**config.mk**
```make
export PLATFORM = sky130hd
export DESIGN_NAME = multicycle_core
export DESIGN_NICKNAME = d
export VERILOG_FILES = /design/src/rtl/multicycle_core.sv
export SDC_FILE = /design/constraint.sdc
export NUM_CORES = 1
export LEC_CHECK = 0
export ABC_AREA = 1
export CORE_AREA = 2 2 167 120
export CTS_CLUSTER_SIZE = 30
export DETAILED_ROUTE_END_ITERATION = 6
export DIE_AREA = 0 0 169 122
export GPL_ROUTABILITY_DRIVEN = 0
export PLACE_DENSITY = 0.79
export SETUP_SLACK_MARGIN = 0.2
export SYNTH_ARGS = -nofsm -noshare
export SYNTH_HDL_FRONTEND = slang
export SYNTH_SLANG_ARGS = --single-unit
export TNS_END_PERCENT = 20
```
**constraint.sdc**
```tcl
create_clock -name clk -period 5.3 [get_ports clk]
set_clock_uncertainty 0.2 [all_clocks]
set_input_delay 1.06 -clock clk [delete_from_list [all_inputs] [get_ports clk]]
set_output_delay 1.06 -clock clk [all_outputs]
set_load 0.05 [all_outputs]
```
**src/rtl/multicycle_core.sv**
```systemverilog
// multicycle_core: fetch/execute/writeback core for the 9-bit ISA with external instruction and data memories
module multicycle_core #(
  parameter int W  = 8,
  parameter int D  = 10,
  parameter int CW = 32
) (
  input  logic          clk,
  input  logic          reset,
  input  logic          start,
  input  logic [D-1:0]  start_pc,
  input  logic [D-1:0]  end_pc,
  output logic [D-1:0]  imem_addr,
  input  logic [8:0]    imem_data,
  output logic [W-1:0]  dmem_addr,
  output logic [W-1:0]  dmem_wdata,
  output logic          dmem_we,
  output logic          dmem_re,
  input  logic [W-1:0]  dmem_rdata,
  output logic          busy,
  output logic          done,
  output logic [CW-1:0] cycles,
  output logic [CW-1:0] retired
);
  typedef enum logic [2:0] {IDLE, FETCH, EXEC, WB, DONE} state_t;
  localparam logic [2:0] OP_XOR = 3'b000, OP_BEQ = 3'b001, OP_ADDI = 3'b010, OP_ANDI = 3'b011;
  localparam logic [2:0] OP_LS = 3'b100, OP_LD = 3'b101, OP_ST = 3'b110, OP_J = 3'b111;
  state_t state, nextState;
  logic [D-1:0] pc, endPc, execPc;
  logic [8:0] ir;
  logic [W-1:0] regs [8];
  logic [2:0] op, ra, rb;
  logic [W-1:0] valA, valB, imm, aluOut, wrData;
  logic accept, atEnd, isLd, isAlu, wrReg, retire;
  assign op = ir[8:6];
  assign ra = ir[5:3];
  assign rb = ir[2:0];
  assign valA = regs[ra];
  assign valB = regs[rb];
  assign imm = {{(W-3){1'b0}}, rb};
  assign accept = (state == IDLE || state == DONE) && start;
  assign atEnd = pc == endPc;
  assign isLd = op == OP_LD;
  assign isAlu = op inside {OP_XOR, OP_ADDI, OP_ANDI, OP_LS};
  assign aluOut = op == OP_XOR ? valA ^ valB :
                  op == OP_ADDI ? valA + imm :
                  op == OP_ANDI ? valA & imm : valA << rb;
  // Next PC out of EXEC: page-relative jump, signed-offset branch, or sequential.
  assign execPc = op == OP_J ? {pc[D-1:6], ir[5:0]} :
                  op == OP_BEQ && valA == '0 ? pc + D'(1) + {{(D-3){rb[2]}}, rb} : pc + D'(1);
  assign wrReg = (state == EXEC && isAlu) || state == WB;
  assign wrData = state == WB ? dmem_rdata : aluOut;
  assign retire = (state == EXEC && !isLd) || state == WB;
  assign imem_addr = pc;
  // State register.
  always_ff @(posedge clk or negedge reset)
    if (!reset) state <= IDLE;
    else state <= nextState;
  // Next state and decoded outputs; strobes derive from state so reset drops them at once.
  always_comb begin
    nextState = state;
    busy = 1'b0;
    done = 1'b0;
    dmem_we = 1'b0;
    dmem_re = 1'b0;
    case (state)
      IDLE: nextState = start ? FETCH : IDLE;
      FETCH: begin
        busy = 1'b1;
        nextState = atEnd ? DONE : EXEC;
      end
      EXEC: begin
        busy = 1'b1;
        dmem_we = op == OP_ST;
        dmem_re = isLd;
        nextState = isLd ? WB : FETCH;
      end
      WB: begin
        busy = 1'b1;
        nextState = FETCH;
      end
      DONE: begin
        done = 1'b1;
        nextState = start ? FETCH : DONE;
      end
      default: nextState = IDLE;
    endcase
    dmem_addr = dmem_we || dmem_re ? valB : '0;
    dmem_wdata = dmem_we ? valA : '0;
  end
  // Datapath: PC, run bounds, instruction register, register file and run counters.
  always_ff @(posedge clk or negedge reset) begin
    if (!reset) begin
      pc <= '0;
      endPc <= '0;
      ir <= '0;
      cycles <= '0;
      retired <= '0;
      for (int i = 0; i < 8; i++) regs[i] <= '0;
    end else begin
      if (accept) begin
        pc <= start_pc;
        endPc <= end_pc;
        cycles <= '0;
        retired <= '0;
      end else begin
        cycles <= busy ? cycles + CW'(1) : cycles;
        retired <= retire ? retired + CW'(1) : retired;
      end
      if (state == FETCH && !atEnd) ir <= imem_data;
      if (state == EXEC && !isLd) pc <= execPc;
      if (state == WB) pc <= pc + D'(1);
      if (wrReg) regs[ra] <= wrData;
    end
  end
endmodule

```
Yosys cells after proc, flatten, opt, wreduce, memory -nomap -nowiden
Cells that the tools add are included.
{"block": "classes", "add_sub_neg": 5, "magnitude_cmp": 3, "n_eq_ne": 13, "shift": 1, "mux": 33, "bitwise": 4, "reduce_logical": 21}
{"op": "$mux W32", "n": 4}
{"op": "$mux W8", "n": 11}
{"op": "$add A32 B1 Y32 const B", "n": 2}
{"op": "$bwmux W64", "n": 1}
{"op": "$mux W10", "n": 5}
{"op": "$bmux W8 S3", "n": 2}
{"op": "$demux W8 S3", "n": 1}
{"op": "$eq A3 B3 Y1 const B", "n": 5}
{"op": "$pmux W3 S5", "n": 1}
{"op": "$eq A3 B2 Y1 const B", "n": 4}
{"op": "$add A10 B1 Y10 const B", "n": 1}
{"op": "$add A10 B10 Y10", "n": 1}
{"op": "$eq A10 B10 Y1", "n": 1}
{"op": "$add A8 B3 Y8", "n": 1}
{"op": "$and A8 B3 Y8", "n": 1}
{"op": "$ge A4 B4 Y1 const B", "n": 2}
{"op": "$logic_not A8 Y1", "n": 1}
{"op": "$not A3 Y4", "n": 2}
{"op": "$shl A8 B3 Y8", "n": 1}
{"op": "$xor A8 B8 Y8", "n": 1}
{"op": "$eq A3 B1 Y1 const B", "n": 2}
{"op": "$logic_and A1 B1 Y1", "n": 6}
{"op": "$logic_not A3 Y1", "n": 2}
{"op": "$mux W3", "n": 2}
{"op": "11 further kinds", "n": 20}
{"block": "word_totals", "ff_bits": 160, "in_bits": 40, "word_cells": 95}

Logic depth before layout (Yosys ltp)
{"block": "depth", "depth_word": 10, "ltp_mapped": 22}

Worst setup path after synthesis
OpenSTA, ideal clock, no wires.
{"block": "synth_path", "path_type": "reg2out", "from": "reg state[1]", "to": "out dmem_addr[7]", "arrival_time_ns": 2.978, "required_time_ns": 4.040, "setup_slack_ns": 1.062, "stages_incl_launch_ff": 7, "path_cell_list": "dfrtp_1 inv_2 nor2_2 nand2_1 nor3_1 nor2_1 a21oi_1"}
{"block": "synth_via", "elab_chain_len": 4}
{"item": "start, declared", "line_no": "27", "text": "state_t state, nextState;"}
{"item": "start signal, assigned", "line_no": "57", "text": "else state <= nextState;"}
{"item": "$eq A3 B2 Y1", "line_no": "65", "text": "case (state)"}
{"item": "$mux W1", "line_no": "65"}
{"item": "via dmem_we", "line_no": "16", "text": "output logic dmem_we,"}
{"item": "$logic_or A1 B1 Y1", "line_no": "87", "text": "dmem_addr = dmem_we || dmem_re ? valB : '0;"}
{"item": "$mux W8", "line_no": "87"}
{"item": "end, declared", "line_no": "14", "text": "output logic [W-1:0] dmem_addr,"}
The timed path passes the listed nets, and every way through them passes these cells.

Final worst setup path
{"block": "layout_path", "from": "reg ir[0]", "to": "out dmem_addr[2]"}
{"block": "layout_via", "elab_chain_len": 5}
{"item": "start, declared", "line_no": "29", "text": "logic [8:0] ir;"}
{"item": "start signal, assigned", "line_no": "109", "text": "if (state == FETCH && !atEnd) ir <= imem_data;"}
{"item": "$not A3 Y4 (implied by the code)", "line_no": "38", "text": "assign valB = regs[rb];"}
{"item": "$bmux W8 S3", "line_no": "38"}
{"item": "$mux W8 (implied by the code) (2 in series)", "line_no": "38"}
{"item": "$mux W8", "line_no": "87"}
No other way between the ends. The select of a mux whose other input is x is not followed.

==> results.ini <==
[worst_setup_path]
reg2reg_slack_ns=1.10
max_stage_delay_ns=0.81
critical_path.top_delay_family=buffers and inverters
critPathMaxFanout=39
worst_path_most_repeated_cell=inv_1
cp_slowest_cell=clkdlybuf4s50_1
critical_path.endpoint_type=output pin
start_kind=flip-flop
cp.required_ns=4.04
criticalPathCategory=reg2out
worst-path-buf-inv=4
cp_cell_sequence=inv_1, o21ai_0, o22ai_1, inv_1, o21ai_0, inv_1, nor2_1, clkdlybuf4s50_1
arrival_ns=3.34

[flow_run]
cap_violations=0

[routing]
drc_errors=0
routedWlPerCell_um=17.38
detail_route.vias_per_cell=5.821
drt_first_pass_iters=6
vias=10920
routed_wl_um=32610
drt_iter0_markers=1438
detail-route-antenna-nets=0

[floorplanning]
die-height_um=122
row_count=43
ioPinCount=134
start_util_pct=53.58
core_sq_um=19260
dieArea_sq_um=20620
die_w_um=169

[power_and_ir_drop]
p_per_area_nw_per_um2=646.8
peakVddDrop_mv=0.3563
power_leakage_nw=5.932

[synth]
synthMuxAreaShare_pct=0.1091
synth_warnings=0
synth.area.top_cells=dfrtp_1 (39%), nand2_1 (17%), nand3_1 (6.9%)
synth_top_family_by_area=simple AND/OR/NAND/NOR gates
avgSynthCellArea_sq_um=6.857
ys_async_sr_fraction_pct=100.0
synth-simple-area-share_pct=35.41
synth.cell_area_sq_um=10320
yosysTopAreaCell=dfrtp_1
synthFlopType=dfrtp_1
seq_area_frac_synth_pct=38.80
synth-edff-count=0
syn_inst=1505
yosysUniqueCellTypes=53
synthXorXnorAreaFrac_pct=1.952
netlist.area_leader.share_pct=38.80
synth_nets=1563
synth_common_cells=nand2_1 (477), dfrtp_1 (160), nand3_1 (142)
post-synth-top-count-cell=nand2_1
ys_ff_latch=160
synthAdderAreaFrac_pct=2.328
synth_compound_area_share_pct=13.24

[global_route]
grtUsageTotal_pct=31.49
first_global_vias=9526
antenna_found_initial=1
grt_max_degree=82
overflow=0
grt_pass1_wl_um=50450

[clocking]
clkLatencyLatePin_ns=0.45
root_buffer=clkbuf_16
post_cts_resized=0
cts_tree=done
numCtsBuffers=17
h-tree-depth=4
post-cts-setup-buffers=0
cts-hold-fix-buffers=0
cts.sinks=160
clockBufferDepth=2
clk_pin_slew_worst_paths_ns=0.07

[cells_and_area]
fin_cells=1876
layout.nets=1673
drive_gt1_share_pct=5.528
syn_to_final_growth_pct=19.94

[sta]
hold_viol=0
min_period_over_period_pct=86.84
holdWs_ns=0.2853
setup-violations-final=0
rsz0062_at_grt=false
timing.fmax_mhz=217.3
worst_pin_slew_ns=1.118
slew_viol_final=0
slew_headroom_pct=25.41
min_period_ns=4.603
tns_ns=0

[outcome]
status=complete, no violations

[hold_path]
hp-class=reg2reg

[placed_design]
dp_hpwl_um=23200
port_buffers=133
dp_cells=1843

==> worst reg2reg max path, delay by kind of cell, from the launching register on <==
kind	cells	cell delay (ns)
adder cells (fa/ha/maj)	1	0.35
AO/OA/AOI/OAI	3	0.63
AND/OR/NAND/NOR	11	1.45
buffers and inverters	2	0.53
flip-flops	1	0.94
==> metrics by stage <==
step	setup WS [ns]	util (%)	power [mW]	instance area (sq um)
detailed placement	1.170	61.10	6.548	11770
global placement	1.255	61.10	6.440	11770
CTS	0.7380	64.25	7.854	12380
floorplan	1.062	-	5.348	10320
global route	0.5334	64.25	8.522	12380
finish	0.6975	64.27	8.006	12380
==> cell type report <==
type,instances,area (sq um)
Sequential cell,160,4004
Timing Repair Buffer,144,1415
Fill cell,1659,6883
Tap cell,247,309.0
Antenna cell,1,2.502
Clock buffer,17,425.4
Multi-Input combinational cell,1142,5474
Clock inverter,15,182.7
Inverter,150,565.5
==> registers in the layout, summed over array words and instances (netlist names) <==
signal / count
endPc: 10
ir: 9
retired: 32
regs: 64
imem_addr: 10
state: 3
cycles: 32
==> final timing paths <==
kind / cells past startpoint / startpoint / end
max in group asynchronous: 2 / reset / regs[52]
worst max-delay path: 8 / ir[0] / dmem_addr[2]
worst max register to register: 17 / ir[4] / regs[53]
worst min register to register: 2 / regs[62] / regs[62]
min in group asynchronous: 1 / reset / regs[38]
worst min-delay path: 2 / regs[62] / regs[62]
==> layout by cell type (no fill, tap or decap), types with 4 or more instances in the layout <==
cell             Yosys  layout
clkbuf_16            0      17
xor2_1              16      16
nand2_1            477     477
o21ai_1              7       7
inv_2               10      10
nand3_1            142     142
inv_8                0       4
ha_1                16      16
dfrtp_1            160     160
inv_6                0       5
o211ai_1             6       6
nand3_2              4       4
nor2_4               4       4
o31ai_1              4       4
nor2_2               8       8
nor2_1             126     126
buf_4                3      11
clkdlybuf4s50_1      0     132
o22ai_1              7       7
inv_1              136     136
or2_2                7       7
nor3b_1              5       5
nor3_1              32      32
a21oi_1             92      92
nand4_1             29      29
nand2_2              5       5
o21ai_0            108     108
a211oi_1             4       4
xnor2_1              7       7
a31oi_1              6       6
==> where the power goes <==
group          switching (mW)  internal [mW]  total, mW
clock network           0.598          0.678       1.28
logic                    3.18           1.43       4.61
registers               0.501           1.62       2.12
total                    4.28           3.73       8.01
==> layer usage <==
layer / global-route usage (%) / vias to the layer above / share of wire, % / routed length, um
met2: 44.42 / 648 / 41 / 13520
met5: 0 / - / 0 / 0
met1: 47.05 / 5037 / 44 / 14470
met3: 8.317 / 72 / 12 / 3849
li1: - / 5164 / - / -
met4: 9.989 / 0 / 2.4 / 769
==> cell families (layout without fill, tap and decap cells) <==
logic type,after synthesis,after routing
buffers and inverters,203,326
DFF,160,160
adders and majority gates,18,18
xor gates and xnor gates,23,23
and+or+nand+nor,849,849
muxes,1,1
AOI/OAI and AO/OA,251,251
other,0,1
Power figures use the tool's default switching activity.
